File: src/rtl/norm_shifter.sv
// Iterative left-normalizer: shifts A left until its leading 1 reaches the MSB and reports the shift count.
// Optional NORM_SIGNED_EN adds an is_signed input that normalizes on the leading sign-differing bit instead.
module norm_shifter #(
  parameter  int unsigned W  = 32,
  localparam int unsigned SW = $clog2(W)
) (
  input  logic          clk,
  input  logic          rst,
  input  logic          flush,
  input  logic          in_valid,
  output logic          in_ready,
  input  logic [W-1:0]  A,
`ifdef NORM_SIGNED_EN
  input  logic          is_signed,
`endif
  output logic          out_valid,
  input  logic          out_ready,
  output logic [W-1:0]  norm,
  output logic [SW-1:0] shamt,
  output logic          zero
);

  typedef enum logic [1:0] {
    IDLE  = 2'd0,
    SHIFT = 2'd1,
    DONE  = 2'd2
  } state_t;

  state_t        state;
  logic [W-1:0]  work;
  logic [SW-1:0] count;
  logic          zero_q;
  logic          stop_c;
  logic          a_zero_c;
  logic          a_degen_c;

  assign a_zero_c = (A == '0);

`ifdef NORM_SIGNED_EN
  logic signed_q;

  // Signed mode stops once the top two bits differ; an all-ones operand stops on the count limit.
  assign stop_c    = signed_q ? ((work[W-1] != work[W-2]) || (count == SW'(W-1)))
                              : work[W-1];
  assign a_degen_c = a_zero_c || (is_signed && (A == '1));
`else
  assign stop_c    = work[W-1];
  assign a_degen_c = a_zero_c;
`endif

  always_ff @(posedge clk or posedge rst) begin
    if (rst) begin
      state  <= IDLE;
      work   <= '0;
      count  <= '0;
      zero_q <= 1'b0;
`ifdef NORM_SIGNED_EN
      signed_q <= 1'b0;
`endif
    end else if (flush) begin
      state <= IDLE;
      count <= '0;
    end else begin
      case (state)
        IDLE: begin
          if (in_valid) begin
            work   <= A;
            count  <= '0;
            zero_q <= a_degen_c;
`ifdef NORM_SIGNED_EN
            signed_q <= is_signed;
`endif
            // An all-zero operand has nothing to shift and skips straight to DONE.
            state  <= a_zero_c ? DONE : SHIFT;
          end
        end
        SHIFT: begin
          if (stop_c) begin
            state <= DONE;
          end else begin
            work  <= work << 1;
            count <= count + SW'(1);
          end
        end
        DONE: begin
          if (out_ready) begin
            state <= IDLE;
          end
        end
        default: state <= IDLE;
      endcase
    end
  end

  assign in_ready  = (state == IDLE);
  assign out_valid = (state == DONE);
  assign norm      = work;
  assign shamt     = count;
  assign zero      = zero_q;

endmodule

File: config.mk
export PLATFORM = sky130hd
export DESIGN_NAME = norm_shifter
export DESIGN_NICKNAME = d
export VERILOG_FILES = /design/src/rtl/norm_shifter.sv
export SDC_FILE = /design/constraint.sdc
export NUM_CORES = 1
export LEC_CHECK = 0
export BUFFER_PORTS_ARGS = -buffer_cell sky130_fd_sc_hd__buf_2
export CAP_MARGIN = 20
export CORE_MARGIN = 10
export CORE_UTILIZATION = 45
export DETAILED_ROUTE_END_ITERATION = 10
export HOLD_SLACK_MARGIN = 0.06
export PLACE_DENSITY = 0.76
export SETUP_SLACK_MARGIN = 0.4
export SKIP_LAST_GASP = 1
export SLEW_MARGIN = 20
export SYNTH_ARGS = -nofsm -noshare
export SYNTH_HDL_FRONTEND = slang
export SYNTH_SLANG_ARGS = --single-unit
File: constraint.sdc
create_clock -name clk -period 1.25 [get_ports clk]
set_input_delay 0.3125 -clock clk [delete_from_list [all_inputs] [get_ports clk]]
set_output_delay 0.3125 -clock clk [all_outputs]
set_load 0.05 [all_outputs]
==> impl_metrics.sql, run 1 <==
INSERT INTO impl_metrics (metric_group, metric, value, unit) VALUES
('outcome', 'status', 'did not finish', ''),
('outcome', 'failed_stage', 'global routing', ''),
('outcome', 'run.stop_error', '[ERROR DPL-0033] detailed placement checks failed during check placement.', ''),
('sta', 'worstEndpointGrtRepair', 'norm[19]$_DFFE_PP0P_/D', ''),
('floorplanning', 'design.portCount', '77', ''),
('floorplanning', 'rows', '25', ''),
('synthesis', 'synth_sequential_area_ratio', '45.5', '%'),
('place', 'globalplace.congestion', '0.905', ''),
('place', 'dpl.hpwl', '4790', 'µm'),
('synthesis', 'net_count_synth', '290', ''),
('clock_tree', 'cts-root-buf', 'clkbuf_8', ''),
('synthesis', 'yosys_warnings', '0', ''),
('place', 'io_buffer_count', '76', ''),
('floorplanning', 'initial_utilization', '46.6', '%'),
('synthesis', 'synth-async-reset-ratio', '100', '%'),
('synthesis', 'synthesis.instances', '252', ''),
('clock_tree', 'maximum_clock_path_buffer_count', '2', ''),
('sta', 'worst_endpoint_kind', 'sequential cell input', ''),
('grt', 'grt_antenna_before_repair', '0', ''),
('synthesis', 'yosys.cell_types.count', '33', ''),
('floorplanning', 'die_width', '89.9', 'µm'),
('synthesis', 'ys_ff_latch', '40', ''),
('clock_tree', 'cts_max_level', '2', ''),
('synthesis', 'synth.avg_cell_area', '8.73', 'µm²'),
('floorplanning', 'fp.dieH', '89.9', 'µm'),
('synthesis', 'synth_flop_cell', 'dfrtp_1', ''),
('synthesis', 'mappedNetlistArea', '2200', 'µm²'),
('synthesis', 'synth-edff-count', '0', ''),
('place', 'post_dp_cell_area', '2930', 'µm²'),
('grt', 'largest_net_degree_at_the_start_of_global_routing', '41', ''),
('clock_tree', 'tritoncts.num_buffers', '5', ''),
('clock_tree', 'cts.sinks', '40', '');
## Yosys cell counts (5+ instances only)
master   instances  area (µm²)
a21oi_1         34         170
buf_2            9        45.0
buf_6            6        67.6
o21ai_0         24         120
nor3b_1         30         225
nand2_1         36         135
o21ai_1         13        65.1
dfrtp_1         40        1000
nor2_1           7        26.3
nor4_1           8        50.1
inv_1            5        18.8
## kinds of logic after synthesis
kind of cell	Yosys count	share of synthesized area, %
fa+ha+maj	1	0.569
simple gates	101	25.8
flops	40	45.5
compound gates	84	21.1
buf+inv	26	7.00
## per-stage QoR
stage | cells | util [%] | setup WS, ns | hold slack, ns
4_1_cts | 468 | 86.1 | -0.214 | 0.264
3_5_place_dp | 411 | 62.1 | -0.283 | 0.380
3_3_place_gp | 411 | 62.1 | -0.279 | 0.379
2_1_floorplan | 252 | - | -0.190 | 0.290
## repair_timing
action | CTS
cloned | 10
buffers inserted | 38
gates resized for setup | 142
pin swaps | 11
hold buffers | 1
hold endpoints to repair | 4
setup endpoints to repair | 80
==> run 2: changes to the inputs <==
--- a/config.mk
+++ b/config.mk
@@ -8,11 +8,9 @@
 export BUFFER_PORTS_ARGS = -buffer_cell sky130_fd_sc_hd__buf_2
 export CAP_MARGIN = 20
 export CORE_MARGIN = 10
-export CORE_UTILIZATION = 45
+export CORE_UTILIZATION = 40
 export DETAILED_ROUTE_END_ITERATION = 10
-export HOLD_SLACK_MARGIN = 0.06
-export PLACE_DENSITY = 0.76
-export SETUP_SLACK_MARGIN = 0.4
+export PLACE_DENSITY_LB_ADDON = 0.15
 export SKIP_LAST_GASP = 1
 export SLEW_MARGIN = 20
 export SYNTH_ARGS = -nofsm -noshare
==> constraint.sdc (replaced) <==
create_clock -name clk -period 1.6 [get_ports clk]
set_input_delay 0.4 -clock clk [delete_from_list [all_inputs] [get_ports clk]]
set_output_delay 0.4 -clock clk [all_outputs]
set_load 0.05 [all_outputs]
==> run 2 against run 1 <==
Against the previous run:
- the run now ends clean
- synthesized area did not move
- synthesized cell count did not move
==> impl_metrics.sql, run 2 <==
INSERT INTO impl_metrics (metric_group, metric, value, unit) VALUES
('setup_path', 'crit_path_max_incr_delay', '0.44', 'ns'),
('layout', 'share_of_final_layout_standard_cells_stronger_than_drive_strength_1', '31.1', '%'),
('synthesis', 'synth_area_leader_cell', 'dfrtp_1', ''),
('sta', 'layout_setup_ws', '0.0535', 'ns'),
('grt', 'largest_net_degree_at_the_start_of_global_routing', '41', ''),
('layout', 'max_ffs_per_register', '32', ''),
('clock_tree', 'clock_tree_from_tritoncts', 'done', ''),
('routing', 'drc', '0', ''),
('place', 'io_buffer_count', '76', ''),
('place', 'post_dp_cell_area', '2650', 'µm²'),
('setup_path', 'criticalPathCategory', 'flop to primary output', ''),
('layout', 'final_cell_area', '2780', 'µm²'),
('setup_path', 'critical_path.reg2reg.startpoint', 'state[0]', ''),
('synthesis', 'net_count_synth', '290', ''),
('layout', 'diodes', '0', ''),
('sta', 'clock_skew', '0.00597', 'ns'),
('synthesis', 'ys_top_cells_by_area', 'dfrtp_1 46%, nor3b_1 10%, a21oi_1 7.7%', ''),
('synthesis', 'ys_ff_latch', '40', ''),
('synthesis', 'yosys_warnings', '0', ''),
('sta', 'worstMarginPinSlew', '0.374', 'ns'),
('grt', 'grt_pass1_wl', '10300', 'µm'),
('sta', 'unrepaired_setup_endpoints_after_global_routing', 'yes', ''),
('setup_path', 'worst_path_arrival_time', '1.15', 'ns'),
('routing', 'ant_nets', '0', ''),
('synthesis', 'synthesis.instances', '252', ''),
('setup_path', 'critical_path.reg2reg.endpoint', 'norm[17]', ''),
('clock_tree', 'tritoncts.num_buffers', '5', ''),
('sta', 'setup_viol', '0', ''),
('outcome', 'status', 'finished, final reports clean', ''),
('clock_tree', 'clk_transition_reported_paths', '0.07', 'ns'),
('hold_path', 'timing.hold.worst.class', 'primary input to async pin', ''),
('sta', 'finalHoldViolations', '0', ''),
('sta', 'timing.max_slew.rel_slack', '74.8', '%'),
('power_and_ir_drop', 'pwr_density_cell', '1510', 'nW/µm²'),
('routing', 'routedWlPerCell', '15.7', 'µm'),
('setup_path', 'cp_slowest_cell', 'dfrtp_2', ''),
('floorplanning', 'die_width', '94.2', 'µm'),
('power_and_ir_drop', 'irDropWorstVdd', '0.000840', 'V'),
('sta', 'totalNegativeSetupSlack', '0', 'ns'),
('floorplanning', 'design.portCount', '77', ''),
('power_and_ir_drop', 'p_int', '2.16', 'mW'),
('floorplanning', 'initial_utilization', '42.3', '%'),
('floorplanning', 'rows', '26', ''),
('place', 'dpl_worst_slack', '0.0728', 'ns'),
('routing', 'route.final.wire_length', '6190', 'µm'),
('setup_path', 'flop2flop_setup_slack', '0.14', 'ns'),
('synthesis', 'ys_top_cells_by_count', '40 x dfrtp_1, 36 x nand2_1, 34 x a21oi_1', ''),
('sta', 'achievable-frequency', '647', 'MHz'),
('setup_path', 'critPathRequiredTime', '1.20', 'ns'),
('routing', 'vias', '2061', ''),
('synthesis', 'synth_flop_cell', 'dfrtp_1', ''),
('floorplanning', 'die_area', '8870', 'µm²'),
('layout', 'area_growth', '26.6', '%'),
('grt', 'first_global_vias', '2058', ''),
('synthesis', 'synthDominantCellAreaShare', '45.5', '%'),
('power_and_ir_drop', 'power.sequential.fraction', '34.8', '%'),
('job', 'cap_viol_max_count', '0', ''),
('clock_tree', 'cts_max_level', '2', ''),
('place', 'dpl.hpwl', '4570', 'µm'),
('power_and_ir_drop', 'clock_power_share', '16.5', '%'),
('place', 'globalplace.congestion', '0.821', ''),
('sta', 'timing.final.crit_period', '1.55', 'ns'),
('grt', 'grt_overflow', '0', ''),
('clock_tree', 'clock_latency_on_the_worst_skew_pair', '0.29', 'ns'),
('setup_path', 'cp_cell_sequence', 'buf_4 > nor2_4 > buf_6', ''),
('power_and_ir_drop', 'netSwitchingPower', '2.04', 'mW'),
('layout', 'layout.cells.non_filler', '395', ''),
('grt', 'grt_antenna_before_repair', '0', ''),
('sta', 'finalMaxSlewViolations', '0', ''),
('synthesis', 'synth.avg_cell_area', '8.73', 'µm²'),
('routing', 'mean_number_of_vias_per_cell', '5.22', ''),
('power_and_ir_drop', 'p_comb_share', '48.8', '%'),
('floorplanning', 'floorplan.core_area', '5200', 'µm²'),
('clock_tree', 'maximum_clock_path_buffer_count', '2', ''),
('sta', 'timing.hold.ws', '0.146', 'ns'),
('clock_tree', 'ctsHoldBuffers', '0', ''),
('synthesis', 'synth-async-reset-ratio', '100', '%'),
('synthesis', 'yosys.cell_types.count', '33', ''),
('synthesis', 'synth_sequential_area_ratio', '45.5', '%'),
('setup_path', 'critical_path.max_fanout', '6', ''),
('synthesis', 'mappedNetlistArea', '2200', 'µm²'),
('power_and_ir_drop', 'p_leak', '1.25', 'nW'),
('synthesis', 'most_common_cell_in_the_netlist', 'dfrtp_1', ''),
('synthesis', 'synth-edff-count', '0', ''),
('layout', 'mostFrequentLayoutCell', 'buf_2', ''),
('clock_tree', 'cts.sinks', '40', ''),
('layout', 'num-fill-cells', '539', ''),
('routing', 'dr.pass1.iters', '5', ''),
('setup_path', 'critPathLaunchType', 'flop', ''),
('routing', 'drt_iter0_markers', '107', ''),
('grt', 'track_usage', '14.1', '%'),
('layout', 'nNetsFinal', '362', ''),
('clock_tree', 'cts-root-buf', 'clkbuf_8', ''),
('power_and_ir_drop', 'switching_share', '48.5', '%'),
('sta', 'timing.final.crit_share', '96.7', '%'),
('setup_path', 'r2r_cells', '5', ''),
('place', 'placed_cells', '386', ''),
('layout', 'layout_common_cells', '74 x buf_2, 37 x dfrtp_1, 36 x nand2_1', ''),
('setup_path', 'worst_setup_path_end_kind', 'primary output', ''),
('floorplanning', 'fp.dieH', '94.2', 'µm');
## run 2: cell counts after synthesis
Identical to the previous run, type by type.
## run 2: how the worst max path moves through the flow
stage,startpoint,to,slack [ns]
floorplan,state[0],zero,-0.03
global placement,A[0],zero,0.06
detailed placement,A[0],zero,0.07
CTS,state[1],in_ready,0.006
global route,state[1],in_ready,-0.01
finish,state[1],in_ready,0.05
## run 2: through the flow
stage	power (mW)	util, %
finish	4.20	53.5
global route	4.47	53.5
CTS	4.24	53.1
detailed placement	3.52	51.0
global placement	3.50	51.0
floorplan	2.99	-
## run 2: kinds of logic (layout without fill, tap and decap cells)
| family | after synthesis | in the layout | share of synthesized area [%] |
|---|---|---|---|
| and+or+nand+nor | 101 | 101 | 25.8 |
| AOI/OAI and AO/OA | 84 | 84 | 21.1 |
| DFF | 40 | 40 | 45.5 |
| buffers and inverters | 26 | 99 | 7.00 |
| adders and majority gates | 1 | 1 | 0.569 |
## run 2: per-layer routing
layer / share of wire (%) / up-vias / global-route usage (%)
li1: - / 1040 / -
met1: 46 / 957 / 18.3
met2: 48 / 59 / 22.2
met3: 5.0 / 5 / 4.08
met4: 0.74 / 0 / 4.18
met5: 0 / - / 0
## run 2: power groups by stage
stage                     combinational [mW]  clock (mW)  sequential (mW)
final                                   2.05       0.692             1.46
after global routing                    2.19       0.769             1.51
after CTS                               2.06       0.716             1.46
after detailed placement                2.04           0             1.48
after global placement                  2.02           0             1.48
after floorplan                        0.640           0             2.35
## run 2: critical path, delay by kind of cell (launching register included)
family	cells	cell delay, ns
buffers and inverters	2	0.33
AND/OR/NAND/NOR	1	0.09
flip-flops	1	0.44
## run 2: final cells by class
type	instances	area [µm²]	area share (%)
inverters	5	18.8	0.674
clock buffers	8	90.1	3.24
well taps	70	87.6	3.15
flip-flops and latches	40	1000	36.1
multi-input cells	186	1070	38.4
repair buffers	86	513	18.4
## run 2: repair_timing
item	CTS	global route
pin swaps	0	0
gates resized for setup	5	5
setup buffers	1	0
setup endpoints to repair	2	2
(Power assumes the default switching activity.)
